`src/rtl/vga_ui_pkg.sv`:
```
// Shared types and defaults for the VGA quadrant-selection UI blocks.
package vga_ui_pkg;

    // UI mode sequence: browse the grid, hand a quadrant to the
    // interpolator, wait for it, then show the result until "back".
    typedef enum logic [1:0] {
        BROWSE  = 2'd0,
        REQUEST = 2'd1,
        PROCESS = 2'd2,
        SHOW    = 2'd3
    } ui_state_t;

    localparam int GRID_DIM          = 4;
    localparam int COORD_W           = 10;
    localparam int IMG_X0_DEFAULT    = 120;
    localparam int IMG_Y0_DEFAULT    = 40;
    localparam int QUAD_SIZE_DEFAULT = 100;

    // Screen origin of the quadrant at grid index idx along one axis.
    function automatic logic [COORD_W-1:0] quad_origin(input int base,
                                                       input logic [1:0] idx,
                                                       input int size);
        return COORD_W'(base + int'(idx) * size);
    endfunction

endpackage

```
`src/rtl/quad_cursor_ctrl_if.sv`:
```
// Quadrant request handshake between the cursor controller (master)
// and the interpolation engine (slave).
interface quad_cursor_ctrl_if;
    import vga_ui_pkg::*;

    logic               sel_valid;
    logic               sel_ready;
    logic [COORD_W-1:0] quad_x0;
    logic [COORD_W-1:0] quad_y0;
    logic               interp_done;

    modport master (
        output sel_valid, quad_x0, quad_y0,
        input  sel_ready, interp_done
    );

    modport slave (
        input  sel_valid, quad_x0, quad_y0,
        output sel_ready, interp_done
    );
endinterface

```
`src/rtl/btn_debounce.sv`:
```
// Raw push-button conditioner: 2-flop synchroniser, stability counter,
// and a one-cycle pulse when a debounced press (0 -> 1) is accepted.
// Releases are debounced the same way but produce no pulse.
module btn_debounce #(
    parameter int DEBOUNCE_CYCLES = 500000
) (
    input  logic clk,
    input  logic rst_n,
    input  logic btn,
    output logic press_p
);
    localparam int            CW   = $clog2(DEBOUNCE_CYCLES + 1);
    localparam logic [CW-1:0] LAST = CW'(DEBOUNCE_CYCLES - 1);

    logic [1:0]    sync_q;
    logic          stable_q;
    logic [CW-1:0] cnt_q;
    logic          press_q;

    // Synchronise, count consecutive cycles at the new level, accept on the last.
    always_ff @(posedge clk or negedge rst_n) begin
        if (!rst_n) begin
            sync_q   <= '0;
            stable_q <= 1'b0;
            cnt_q    <= '0;
            press_q  <= 1'b0;
        end else begin
            // NOTE: non-blocking everywhere in clocked logic, so every flop sees pre-edge values.
            sync_q  <= {sync_q[0], btn};
            press_q <= 1'b0;
            if (sync_q[1] == stable_q) begin
                cnt_q <= '0;
            end else if (cnt_q == LAST) begin
                stable_q <= sync_q[1];
                cnt_q    <= '0;
                press_q  <= sync_q[1];
            end else begin
                cnt_q <= cnt_q + CW'(1);
            end
        end
    end

    assign press_p = press_q;
endmodule

```
`src/rtl/quad_cursor_ctrl.sv`:
```
// Quadrant cursor controller: debounced buttons move a 4x4 cursor, select
// hands the quadrant origin to the interpolator, and display-facing outputs
// (pos_cursor, start) are shadowed so they only change on frame_start.
// Build option: define QUAD_CURSOR_WRAP_EN to wrap cursor moves modulo 4
// per axis; otherwise moves saturate at 0 and 3.
module quad_cursor_ctrl
    import vga_ui_pkg::*;
#(
    parameter int DEBOUNCE_CYCLES = 500000,
    parameter int IMG_X0          = IMG_X0_DEFAULT,
    parameter int IMG_Y0          = IMG_Y0_DEFAULT,
    parameter int QUAD_SIZE       = QUAD_SIZE_DEFAULT
) (
    input  logic                      clk,
    input  logic                      rst_n,
    input  logic                      btn_left,
    input  logic                      btn_right,
    input  logic                      btn_up,
    input  logic                      btn_down,
    input  logic                      btn_sel,
    input  logic                      btn_back,
    input  logic                      frame_start,
    quad_cursor_ctrl_if.master        sel_bus,
    output logic [3:0]                pos_cursor,
    output logic                      start
);
    localparam logic [1:0] MAX_IDX = 2'(GRID_DIM - 1);
    localparam int B_LEFT = 0, B_RIGHT = 1, B_UP = 2, B_DOWN = 3, B_SEL = 4, B_BACK = 5;

    logic [5:0] btn_raw;
    logic [5:0] btn_p;

    assign btn_raw = {btn_back, btn_sel, btn_down, btn_up, btn_right, btn_left};

    for (genvar i = 0; i < 6; i++) begin : g_btn
        btn_debounce #(.DEBOUNCE_CYCLES(DEBOUNCE_CYCLES)) u_btn (
            .clk     (clk),
            .rst_n   (rst_n),
            .btn     (btn_raw[i]),
            .press_p (btn_p[i])
        );
    end

    // One axis step; opposing pulses in the same cycle cancel.
    function automatic logic [1:0] step_idx(input logic [1:0] cur,
                                            input logic inc, input logic dec);
        logic [1:0] nxt;
        nxt = cur;
`ifdef QUAD_CURSOR_WRAP_EN
        if (inc && !dec)      nxt = cur + 2'd1;
        else if (dec && !inc) nxt = cur - 2'd1;
`else
        if (inc && !dec && cur != MAX_IDX) nxt = cur + 2'd1;
        else if (dec && !inc && cur != 2'd0) nxt = cur - 2'd1;
`endif
        return nxt;
    endfunction

    ui_state_t  state_q, state_d;
    logic [1:0] row_q, col_q;
    logic [COORD_W-1:0] quad_x0_q, quad_y0_q;
    logic [3:0] pos_q;
    logic       start_q;

    // State register.
    always_ff @(posedge clk or negedge rst_n) begin
        if (!rst_n) state_q <= BROWSE;
        else        state_q <= state_d;
    end

    // Next-state logic; each state listens only to its own trigger.
    always_comb begin
        // NOTE: default first so no path leaves state_d unassigned (no latch).
        state_d = state_q;
        unique case (state_q)
            BROWSE:  if (btn_p[B_SEL])        state_d = REQUEST;
            REQUEST: if (sel_bus.sel_ready)   state_d = PROCESS;
            PROCESS: if (sel_bus.interp_done) state_d = SHOW;
            SHOW:    if (btn_p[B_BACK])       state_d = BROWSE;
            default:                          state_d = BROWSE;
        endcase
    end

    // Cursor moves and origin latch, both only while browsing.
    always_ff @(posedge clk or negedge rst_n) begin
        if (!rst_n) begin
            row_q     <= '0;
            col_q     <= '0;
            quad_x0_q <= COORD_W'(IMG_X0);
            quad_y0_q <= COORD_W'(IMG_Y0);
        end else if (state_q == BROWSE) begin
            col_q <= step_idx(col_q, btn_p[B_RIGHT], btn_p[B_LEFT]);
            row_q <= step_idx(row_q, btn_p[B_DOWN], btn_p[B_UP]);
            if (btn_p[B_SEL]) begin
                quad_x0_q <= quad_origin(IMG_X0, col_q, QUAD_SIZE);
                quad_y0_q <= quad_origin(IMG_Y0, row_q, QUAD_SIZE);
            end
        end
    end

    // Frame-synchronous shadow of the display-facing outputs.
    always_ff @(posedge clk or negedge rst_n) begin
        if (!rst_n) begin
            pos_q   <= '0;
            start_q <= 1'b0;
        end else if (frame_start) begin
            pos_q   <= {row_q, col_q};
            start_q <= (state_q == SHOW);
        end
    end

    assign sel_bus.sel_valid = (state_q == REQUEST);
    assign sel_bus.quad_x0   = quad_x0_q;
    assign sel_bus.quad_y0   = quad_y0_q;
    assign pos_cursor        = pos_q;
    assign start             = start_q;
endmodule

```
`src/flat_wrapper.sv`:
```
// flat-port wrapper written by rule: the top's interface ports become plain ports
module quad_cursor_ctrl_flat import vga_ui_pkg::*;
#(
    parameter int DEBOUNCE_CYCLES = 500000,
    parameter int IMG_X0          = IMG_X0_DEFAULT,
    parameter int IMG_Y0          = IMG_Y0_DEFAULT,
    parameter int QUAD_SIZE       = QUAD_SIZE_DEFAULT
)
  (clk, rst_n, btn_left, btn_right, btn_up, btn_down, btn_sel, btn_back, frame_start, pos_cursor, start, sel_bus_sel_valid, sel_bus_quad_x0, sel_bus_quad_y0, sel_bus_sel_ready, sel_bus_interp_done);
  quad_cursor_ctrl_if sel_bus_i ();
  input  logic clk;
  input  logic rst_n;
  input  logic btn_left;
  input  logic btn_right;
  input  logic btn_up;
  input  logic btn_down;
  input  logic btn_sel;
  input  logic btn_back;
  input  logic frame_start;
  output logic [3:0] pos_cursor;
  output logic start;
  output wire logic [$bits(sel_bus_i.sel_valid)-1:0] sel_bus_sel_valid;
  output wire logic [$bits(sel_bus_i.quad_x0)-1:0] sel_bus_quad_x0;
  output wire logic [$bits(sel_bus_i.quad_y0)-1:0] sel_bus_quad_y0;
  input wire logic [$bits(sel_bus_i.sel_ready)-1:0] sel_bus_sel_ready;
  input wire logic [$bits(sel_bus_i.interp_done)-1:0] sel_bus_interp_done;
  assign sel_bus_sel_valid = sel_bus_i.sel_valid;
  assign sel_bus_quad_x0 = sel_bus_i.quad_x0;
  assign sel_bus_quad_y0 = sel_bus_i.quad_y0;
  assign sel_bus_i.sel_ready = sel_bus_sel_ready;
  assign sel_bus_i.interp_done = sel_bus_interp_done;
  quad_cursor_ctrl #(.DEBOUNCE_CYCLES(DEBOUNCE_CYCLES), .IMG_X0(IMG_X0), .IMG_Y0(IMG_Y0), .QUAD_SIZE(QUAD_SIZE)) u_core (.clk(clk), .rst_n(rst_n), .btn_left(btn_left), .btn_right(btn_right), .btn_up(btn_up), .btn_down(btn_down), .btn_sel(btn_sel), .btn_back(btn_back), .frame_start(frame_start), .sel_bus(sel_bus_i), .pos_cursor(pos_cursor), .start(start));
endmodule
```
`config.mk`:
```
export PLATFORM = sky130hd
export DESIGN_NAME = quad_cursor_ctrl_flat
export DESIGN_NICKNAME = d
export VERILOG_FILES = /design/src/rtl/vga_ui_pkg.sv /design/src/rtl/quad_cursor_ctrl_if.sv /design/src/rtl/btn_debounce.sv /design/src/rtl/quad_cursor_ctrl.sv /design/src/flat_wrapper.sv
export SDC_FILE = /design/constraint.sdc
export NUM_CORES = 1
export LEC_CHECK = 0
export CAP_MARGIN = 20
export CORE_ASPECT_RATIO = 1.1
export CORE_MARGIN = 3
export CORE_UTILIZATION = 31
export CTS_CLUSTER_DIAMETER = 120
export DETAILED_ROUTE_END_ITERATION = 8
export GPL_ROUTABILITY_DRIVEN = 0
export PLACE_DENSITY = 0.48
export SLEW_MARGIN = 20
export SYNTH_ARGS = -nofsm -noshare
export SYNTH_HDL_FRONTEND = slang
export SYNTH_SLANG_ARGS = --single-unit
```
`constraint.sdc`:
```
create_clock -name clk -period 3.9 [get_ports clk]
set_input_delay 0.78 -clock clk [delete_from_list [all_inputs] [get_ports clk]]
set_output_delay 0.78 -clock clk [all_outputs]
set_load 0.02 [all_outputs]
```
======== After elaboration in Yosys (flattened, before gate mapping) ========
Index checks and enable logic that the tools add are counted.
W data, S select, Z words.
cells by class
  reductions and logical operators ........ 27
  $mul .................................... 2
  bitwise gates (word level) .............. 6
  equality and inequality tests ........... 21
  $add $sub $neg .......................... 12
  multiplexer cells ....................... 33
operators by type and width
  operator                 number
  $mux W19                 12
  $add A19 B1 Y19 const B  6
  $eq A19 B19 Y1 const B   6
  $reduce_and A2 Y1        9
  $mux W2                  8
  $mul A2 B5 Y7 const B    2
  $mux W1                  12
  $add A7 B10 Y10 const A  1
  $add A8 B10 Y10 const A  1
  $ne A2 B2 Y1 const B     5
  $logic_and A1 B1 Y1      8
  $pmux W2 S4              1
  $reduce_bool A2 Y1       4
  $eq A1 B1 Y1             6
  $not A1 Y1               6
  $add A2 B1 Y2 const B    2
  $eq A2 B2 Y1 const B     2
  $logic_not A1 Y1         4
  $reduce_and A4 Y1        1
  $sub A2 B1 Y2 const B    2
  $eq A2 B1 Y1 const B     1
  $logic_not A2 Y1         1
  $ne A2 B1 Y1 const B     1
word-level totals
  output and inout port bits .............. 26
  register bits ........................... 169
  word-level logic and storage cells ...... 132

======== Logic depth before layout (Yosys ltp) ========
Gate-level depths: netlist of run 1.
  depth in word-level cells ............... 5
  gate-level depth with buffers ........... 7

======== By module ========
A second synthesis of run 1 with hierarchy kept.
unflattened totals
  cells, all modules ...................... 774
  area total of the unflattened synthesis .. 8,094.0 µm²
modules (own cells, without submodules)
  module                                    instances  cells each  area each (µm²)  sequential area each (µm²)
  btn_debounce (u_core.g_btn[0].u_btn ...)  5          110         1,118.6          575.6
  quad_cursor_ctrl                          1          118         1,356.3          656.9
  btn_debounce (u_core.g_btn[3].u_btn)      1          106         1,144.8          575.6

======== Least setup slack after synthesis of run 1 ========
OpenSTA, ideal clock, no wires.
  path type ............................... register to register
  from .................................... reg u_core.g_btn[5].u_btn.cnt_q[11]
  to ...................................... reg u_core.g_btn[5].u_btn.stable_q
  slack ................................... 1,881 ps
  clock period less this slack ............ 2,019 ps
  buffers on the path ..................... 0
  data arrival time ....................... 1,894 ps
  stages on the path, launching flop included .. 5
  setup time .............................. 125 ps
  path through ............................ dfrtp_1 -> or4b_1 -> or4_4 -> nor2_1 -> mux2_2
between the ends
  longest elaborated chain between the ends .. 2
ends and longest elaborated chain
  element                             line                text
  from (decl)                         btn_debounce.sv:17  logic [CW-1:0] cnt_q;
  from (signal assigned)              btn_debounce.sv:38  cnt_q <= cnt_q + CW'(1);
  $eq A19 B19 Y1                      btn_debounce.sv:33  end else if (cnt_q == LAST) begin
  $reduce_and A2 Y1 (no source line)  n/a
  to (signal assigned)                btn_debounce.sv:34  stable_q <= sync_q[1];
  to (decl)                           btn_debounce.sv:16  logic stable_q;
Every way passes these cells.
A chain may end at the register's enable or synchronous reset.

======== Final worst setup path of run 1 ========
  from .................................... reg u_core.state_q[1]
  to ...................................... out sel_bus_sel_valid
between the ends
  longest elaborated chain between the ends .. 1
ends and longest elaborated chain
  element                 line                     text
  from (decl)             quad_cursor_ctrl.sv:59   ui_state_t state_q, state_d;
  from (signal assigned)  quad_cursor_ctrl.sv:68   else state_q <= state_d;
  $eq A2 B1 Y1            quad_cursor_ctrl.sv:112  assign sel_bus.sel_valid = (state_q == REQUEST);
  to (decl)               flat_wrapper.sv:22       output wire logic [$bits(sel_bus_i.sel_valid)-1:0] sel_bus_sel_valid;
Every way passes these cells.

==> impl_metrics.tcl, run 1 <==
set metrics [dict create \
    p_sw_frac 0.2176 \
    start_util 0.3159 \
    p_clk_frac 0.467 \
    slew_headroom 0.3800 \
    drtAntennaViolNets 0 \
    grt.overflow.total 0 \
    yosysMostFrequentCell "dfrtp_1" \
    hold_violations 0 \
    grt_first_pass_wirelength_mm 26.15 \
    yosys_warnings 0 \
    nets 816 \
    avgSynthCellArea_um2 10.39 \
    switching_power_uw 753.9 \
    cts_tree "done" \
    final_cells 1107 \
    setup_viol 0 \
    firstDrtPassIters 4 \
    synth_seq_cells 164 \
    max_freq_mhz 404.7 \
    htreeDepth 4 \
    fin_crit_ps 2471 \
    avgViaCountPerCell 4.908 \
    fin_crit_sh 0.6335 \
    routedWlPerCell_um 13.71 \
    p_leak_uw 0.003675 \
    dp_cells 1076 \
    crit_path_end_kind "output port" \
    design.die.area_um2 26950 \
    numPortBuffers 32 \
    rows 60 \
    syn2layout_area_growth_pct 15.91 \
    async_flop_share 1.000 \
    post_cts_buffers 0 \
    dpl.hpwl_mm 10.39 \
    combPwrFrac 0.031 \
    maxSlewViolCount 0 \
    yosysTopAreaCell "dfrtp_1" \
    power.internal_uw 2710 \
    cts_made_buffers 17 \
    netlist_area_um2 7754 \
    drc_errors 0 \
    drt_first_iter_violations 213 \
    totalWireLength_mm 15.17 \
    core-area_um2 24550 \
    postCtsResizedCells 0 \
    io_pins 37 \
    setup_tns_ps 0 \
    grt_max_degree 70 \
    fill_cells 2433 \
    synth_flop_cell "dfrtp_1" \
    syn_inst 746 \
    status "complete, no violations" \
    path_class "reg2out" \
    synthDistinctLibCells 50 \
    irDropWorstVdd_uv 252.3 \
    synth_edf_count 0 \
    worst_clock_skew_ps 9.274 \
    cts.sinks 164 \
    worstSkewPairLatency_ps 420 \
    cts_hold_buffers 0 \
    rsz0062_at_grt "false" \
    worstPathArrival_ps 1690 \
    cts_root_buffer "clkbuf_16" \
    yosys-top-cells-count "dfrtp_1 (159), nor2_1 (90), nand2_1 (49)" \
    die_h_um 171.9 \
    vias 5433 \
    layout-drive-gt1-share 0.08657 \
    antenna_cells 0 \
    yosysSeqAreaShare 0.5301 \
    clock_path_buffers 2 \
    grt_pass1_vias 5270 \
    tightest_slew_ps 927.7 \
    hold_class "reg2reg" \
    start_kind "flip-flop" \
    crit_path_max_fanout 4 \
    power_density_nw_per_um2 385.5 \
    grt_use_total 0.1187 \
    grt_antenna_before_repair 0 \
    path_clk_slew_ps 60 \
    yosysTopAreaCellShare 0.5132 \
    synth_area_leaders "dfrtp_1 (51%), xnor2_1 (4.7%), xor2_1 (4.7%)" \
    crit_required_ps 3120 \
    drv_cap 0 \
    fp.dieW_um 156.8 \
    seq_power_share 0.503 \
]
## through the flow
stage	power [µW]	instance area (µm²)	hold slack (ps)	util	setup WS [ps]
after floorplan	1821	7765	331.2	-	1881
after global placement	1886	8427	332.7	0.3433	1748
after detailed placement	1885	8427	336.5	0.3433	1703
after CTS	3530	8987	351.2	0.3661	1394
after global routing	3623	8987	353.5	0.3661	1352
final	3464	8987	348.8	0.3661	1429
## layout by cell type (no fill, tap or decap), drive strengths merged, types with 16 or more instances in the layout
master	synthesis	layout
o21ai	37	37
or4	17	17
clkdlybuf4s50	0	31
xnor2	42	42
a21oi	30	30
and4	16	16
or3	16	16
ha	20	20
nand2	49	49
nor2	90	90
clkbuf	13	22
xor2	42	42
nand4	36	36
dfrtp	159	159
inv	27	27
nand3	39	39
## flip-flops by register name (all words and copies together), names as in the netlist
name and cells:
u_core.g_btn.u_btn.cnt_q 114, u_core.row_q 2, u_core.sel_bus.quad_y0 8, u_core.start 1
u_core.g_btn.u_btn.press_p 6, u_core.sel_bus.quad_x0 7, u_core.g_btn.u_btn.stable_q 6, u_core.pos_cursor 4
u_core.g_btn.u_btn.sync_q 12, u_core.state_q 2, u_core.col_q 2
## logic make-up (layout without fill, tap and decap cells)
kind of cell    count (synthesis)  count (layout)  synth area share
flops                         164             164            0.5301
fa+ha+maj                      20              20           0.03227
xor+xnor                       84              84           0.09488
simple gates                  328             328            0.2293
mux                            15              15           0.02178
other cells                     1               4         0.0004836
compound gates                 85              85           0.06358
buf+inv                        49              97           0.02759
## critical path, stage by stage, from the launching register on
cell,delay (ps)
dfrtp_1,410
inv_1,90
ha_1,170
clkdlybuf4s50_1,610
## layout make-up
| type | instances | area, µm² | share of cell area |
|---|---|---|---|
| Inverter | 27 | 101.3 | 0.01128 |
| Timing Repair Buffer | 39 | 386.6 | 0.04302 |
| Sequential cell | 164 | 4110 | 0.4573 |
| Clock inverter | 9 | 106.4 | 0.01183 |
| Clock buffer | 22 | 454.2 | 0.05054 |
| Multi-Input combinational cell | 536 | 3441 | 0.3828 |
| Tap cell | 310 | 387.9 | 0.04316 |
## power by group through the flow
stage               Clock (µW)  Sequential, µW  Combinational, µW
global route              1750            1750                125
detailed placement           0            1770                112
CTS                       1680            1740                112
finish                    1620            1740                106
global placement             0            1770                112
floorplan                    0            1770               51.7
## path summary, 6_finish.rpt
check | from | endpoint | slack, ps | depth (start not counted)
max | u_core.state_q[1] | sel_bus_sel_valid | 1430 | 3
min | u_core.g_btn[4].u_btn.sync_q[0] | u_core.g_btn[4].u_btn.sync_q[1] | 350 | 0
max reg2reg | u_core.g_btn[5].u_btn.cnt_q[11] | u_core.g_btn[5].u_btn.cnt_q[14] | 1720 | 4
min reg2reg | u_core.g_btn[4].u_btn.sync_q[0] | u_core.g_btn[4].u_btn.sync_q[1] | 350 | 0
max in group asynchronous | rst_n | u_core.g_btn[5].u_btn.cnt_q[17] | 2730 | 2
min in group asynchronous | rst_n | u_core.g_btn[3].u_btn.cnt_q[12] | 370 | 1
## metal layers
layer	vias up	track usage	wire, µm
met4	0	0.03616	159
met1	2642	0.1621	7524
met2	72	0.1880	7084
met3	6	0.02804	404
met5	-	0	0
li1	2713	-	-
(Power assumes the default switching activity.)
==> run 2: changes to the inputs <==
==> constraint.sdc (replaced) <==
create_clock -name clk -period 2.42 [get_ports clk]
set_input_delay 0.484 -clock clk [delete_from_list [all_inputs] [get_ports clk]]
set_output_delay 0.484 -clock clk [all_outputs]
set_load 0.02 [all_outputs]
==> impl_metrics.tcl, run 2 (same netlist as run 1, synthesis figures left out) <==
set metrics [dict create \
    status "complete, no violations" \
    slew_headroom 0.6445 \
    fin_crit_sh 0.9126 \
    firstDrtPassIters 6 \
    design.die.area_um2 26950 \
    critPathSlowestCell "clkdlybuf4s50_1" \
    totalPowerFinal_uw 5848 \
    worstRegToRegCells 4 \
    core-area_um2 24550 \
    numPortBuffers 32 \
    drv_cap 0 \
    multi_input_area_um2 3441 \
    crit_path_end_kind "output port" \
    grt_pass1_vias 5254 \
    vias 5416 \
    critPathMaxStageDelay_ps 620 \
    worst_clock_skew_ps 11.57 \
    path_class "reg2out" \
    power_density_nw_per_um2 640.2 \
    worstHoldStart "u_core.g_btn[2].u_btn.sync_q[0]" \
    cts_made_buffers 17 \
    fin_crit_ps 2209 \
    htreeDepth 4 \
    ff_latch_area_um2 4110 \
    grt_first_pass_wirelength_mm 26.37 \
    setup_viol 0 \
    start_util 0.3159 \
    max_freq_mhz 452.8 \
    io_pins 37 \
    fill_cells 2445 \
    totalWireLength_mm 15.20 \
    cts_tree "done" \
    die_h_um 171.9 \
    largest_reg_flops 114 \
    tightest_slew_ps 525.8 \
    grt_use_total 0.1203 \
    drtAntennaViolNets 0 \
    fin_area_um2 9135 \
    grt_antenna_before_repair 0 \
    nets 826 \
    dpl-instance-area_um2 8507 \
    mostFrequentLayoutCell "dfrtp_1" \
    r2r-start "u_core.g_btn[5].u_btn.cnt_q[11]" \
    grt_max_degree 49 \
    avgViaCountPerCell 4.844 \
    antenna_cells 0 \
    syn2layout_area_growth_pct 17.82 \
    whs_endpoint "u_core.g_btn[2].u_btn.sync_q[1]" \
    whs_path_depth 0 \
    rsz0062_at_grt "false" \
    largest-register "u_core.g_btn.u_btn.cnt_q" \
    maxSlewViolCount 0 \
    clock_path_buffers 2 \
    final_cell_mix "dfrtp_1 (159), nor2_1 (90), nand2_1 (49)" \
    setup_tns_ps 0 \
    hold_violations 0 \
    irDropWorstVdd_uv 407.2 \
    dpl.hpwl_mm 10.66 \
    postCtsResizedCells 0 \
    hold_class "reg2reg" \
    worstSkewPairLatency_ps 430 \
    drc_errors 0 \
    p_leak_uw 0.003768 \
    grt.overflow.total 0 \
    routedWlPerCell_um 13.60 \
    r2r_slack_ps 330 \
    fp.dieW_um 156.8 \
    start_kind "flip-flop" \
    worstPathArrival_ps 1720 \
    crit_chain "inv_1, ha_1, clkdlybuf4s50_1" \
    reg2reg_to "u_core.g_btn[5].u_btn.stable_q" \
    cts_root_buffer "clkbuf_16" \
    crit_required_ps 1940 \
    rows 60 \
    path_clk_slew_ps 60 \
    drt_first_iter_violations 208 \
    crit_path_max_fanout 4 \
    layout-drive-gt1-share 0.09901 \
    cts.sinks 164 \
]
## run 2: timing repair
item	in CTS	in global routing
hold buffers	1	0
setup buffers	0	0
endpoints found under the setup margin	0	0
endpoints found under the hold margin	26	0
## run 2: where the power goes
group | internal (µW) | total, µW | switching (µW)
clock network | 1780 | 2850 | 1080
registers | 2780 | 2810 | 31.6
logic | 64.4 | 186 | 122
## run 2: stage by stage
step / instances / utilization / hold WS, ps / setup slack (ps)
3_3_place_gp: 1085 / 0.3465 / 334.5 / 342.9
6_report: 1118 / 0.3721 / 342.5 / 211.5
5_1_grt: 1118 / 0.3721 / 346.8 / 136.1
3_5_place_dp: 1085 / 0.3465 / 334.7 / 316.3
4_1_cts: 1118 / 0.3721 / 347.2 / 181.0
2_1_floorplan: 749 / - / 188.4 / 401.0
## run 2: worst max path at each step
stage | startpoint | to | slack (ps) | depth (start not counted)
finish | u_core.state_q[1] | sel_bus_sel_valid | 210 | 3
global route | u_core.state_q[1] | sel_bus_sel_valid | 140 | 3
CTS | u_core.state_q[1] | sel_bus_sel_valid | 180 | 3
detailed placement | u_core.g_btn[5].u_btn.cnt_q[11] | u_core.g_btn[5].u_btn.stable_q | 320 | 4
global placement | u_core.g_btn[5].u_btn.cnt_q[11] | u_core.g_btn[5].u_btn.stable_q | 340 | 4
floorplan | u_core.g_btn[5].u_btn.cnt_q[11] | u_core.g_btn[5].u_btn.stable_q | 400 | 4
## run 2: final cells by class
class / instances / area share
well taps: 310 / 0.04246
flip-flops and latches: 164 / 0.4499
clock inverters: 10 / 0.01685
repair buffers: 49 / 0.05218
multi-input cells: 536 / 0.3767
clock buffers: 22 / 0.05081
inverters: 27 / 0.01109
## run 2: worst max-delay path, delay by kind of cell, from the launching register on
family | cells | cell delay [ps]
adder cells (fa/ha/maj) | 1 | 180
buffers and inverters | 2 | 710
flip-flops | 1 | 410
## run 2: routing by layer
| layer | up-vias | global-route usage | part of all wire |
|---|---|---|---|
| met2 | 55 | 0.1841 | 0.46 |
| met1 | 2614 | 0.1657 | 0.50 |
| met3 | 18 | 0.02528 | 0.022 |
| li1 | 2729 | - | - |
| met5 | - | 0 | 0 |
| met4 | 0 | 0.05139 | 0.019 |
==> run 3: changes to the inputs <==
--- a/config.mk
+++ b/config.mk
@@ -12,6 +12,7 @@
 export CTS_CLUSTER_DIAMETER = 120
 export DETAILED_ROUTE_END_ITERATION = 8
 export GPL_ROUTABILITY_DRIVEN = 0
+export MAX_ROUTING_LAYER = met4
 export PLACE_DENSITY = 0.48
 export SLEW_MARGIN = 20
 export SYNTH_ARGS = -nofsm -noshare
==> impl_metrics.tcl, run 3 (same netlist as run 1, synthesis figures left out) <==
set metrics [dict create \
    cp-startpoint "u_core.state_q[1]" \
    drt_first_iter_violations 230 \
    design.die.area_um2 26950 \
    htreeDepth 4 \
    hold_violations 0 \
    drv_cap 0 \
    worstSkewPairLatency_ps 430 \
    cts_made_buffers 17 \
    setup_viol 0 \
    postCtsResizedCells 0 \
    tightest_slew_ps 539.9 \
    fill_cells 2445 \
    start_util 0.3159 \
    grt_antenna_before_repair 0 \
    antenna_cells 0 \
    crit_path_max_fanout 4 \
    die_h_um 171.9 \
    rows 60 \
    grt_pass1_vias 5247 \
    hold_class "reg2reg" \
    clock_path_buffers 2 \
    cts.sinks 164 \
    slew_headroom 0.6350 \
    r2r_slack_ps 330 \
    maxSlewViolCount 0 \
    rsz0062_at_grt "false" \
    start_kind "flip-flop" \
    nets 826 \
    path_class "reg2out" \
    path_clk_slew_ps 60 \
    cts_root_buffer "clkbuf_16" \
    dpl.hpwl_mm 10.66 \
    largest-register "u_core.g_btn.u_btn.cnt_q" \
    mostFrequentLayoutCell "dfrtp_1" \
    status "complete, no violations" \
    fin_crit_sh 0.9128 \
    setup_tns_ps 0 \
    worst_clock_skew_ps 11.61 \
    routedWlPerCell_um 13.62 \
    drc_errors 0 \
    worstPathArrival_ps 1730 \
    grt_max_degree 49 \
    grt.overflow.total 0 \
    power_density_nw_per_um2 640.5 \
    crit_path_end_kind "output port" \
    syn2layout_area_growth_pct 17.82 \
    cts_tree "done" \
    post_cts_buffers 0 \
    worstRegToRegCells 4 \
    crit_required_ps 1940 \
    finalWorstSetupSlack_ps 210.9 \
    max_freq_mhz 452.7 \
    r2r-start "u_core.g_btn[5].u_btn.cnt_q[11]" \
    io_pins 37 \
    fin_crit_ps 2209 \
    final_cell_mix "dfrtp_1 (159), nor2_1 (90), nand2_1 (49)" \
    grt_use_total 0.1240 \
    totalWireLength_mm 15.23 \
    cts_hold_buffers 1 \
    vias 5412 \
    pre_cts_ws_ps 316.3 \
    largest_reg_flops 114 \
    drtAntennaViolNets 0 \
    p_leak_uw 0.003768 \
    layout-drive-gt1-share 0.09901 \
    numPortBuffers 32 \
    grt_first_pass_wirelength_mm 26.36 \
    reg2reg_to "u_core.g_btn[5].u_btn.stable_q" \
    irDropWorstVdd_uv 408.6 \
    firstDrtPassIters 4 \
    core-area_um2 24550 \
    crit_end "sel_bus_sel_valid" \
    fp.dieW_um 156.8 \
    avgViaCountPerCell 4.841 \
]
==> run 3: cell counts in the layout (fill, tap and decap cells not counted) <==
Identical to the previous run, type by type.
==> run 3: cell type report <==
type / count / area, µm² / share of cell area
inverter: 27 / 101.3 / 0.01109
tap: 310 / 387.9 / 0.04246
multi-input combinational: 536 / 3441 / 0.3767
clock buffer: 22 / 464.2 / 0.05081
clock inverter: 10 / 153.9 / 0.01685
sequential: 164 / 4110 / 0.4499
timing repair buffer: 49 / 476.7 / 0.05218
==> run 3: power breakdown <==
part	leakage [µW]	internal, µW	switching [µW]
sequential	0.00223	2780	31.5
clock	0.000308	1780	1080
combinational	0.00123	64.4	122
total	0.00377	4620	1230
==> run 3: critical path, stage by stage (launching register included) <==
cell and delay (ps):
dfrtp_1 410, inv_1 90, ha_1 180, clkdlybuf4s50_1 620
==> run 3: worst min path at each step <==
stage | startpoint | endpoint | slack, ps | depth (start not counted)
after CTS | u_core.g_btn[2].u_btn.sync_q[0] | u_core.g_btn[2].u_btn.sync_q[1] | 350 | 0
after floorplan | rst_n | u_core.col_q[0] | 190 | 0
after detailed placement | u_core.g_btn[1].u_btn.sync_q[0] | u_core.g_btn[1].u_btn.sync_q[1] | 330 | 0
final | u_core.g_btn[2].u_btn.sync_q[0] | u_core.g_btn[2].u_btn.sync_q[1] | 340 | 0
after global placement | u_core.g_btn[2].u_btn.sync_q[0] | u_core.g_btn[2].u_btn.sync_q[1] | 330 | 0
after global routing | u_core.g_btn[2].u_btn.sync_q[0] | u_core.g_btn[2].u_btn.sync_q[1] | 350 | 0
==> run 3: layer usage <==
metal / global-route usage / part of all wire / up-vias / routed length [µm]
met5: - / 0 / - / 0
met3: 0.02403 / 0.024 / 19 / 358
met1: 0.1657 / 0.50 / 2600 / 7603
met2: 0.1848 / 0.46 / 62 / 6961
met4: 0.05253 / 0.020 / 0 / 304
li1: - / - / 2731 / -
==> run 3: metrics by stage <==
step	std cells	total power, µW	area (µm²)	util	hold slack, ps
after floorplan	749	2935	7765	-	188.4
after global placement	1085	3050	8507	0.3465	334.5
after detailed placement	1085	3052	8507	0.3465	334.7
after CTS	1118	5958	9135	0.3721	347.2
after global routing	1118	6094	9135	0.3721	346.9
final	1118	5851	9135	0.3721	342.2
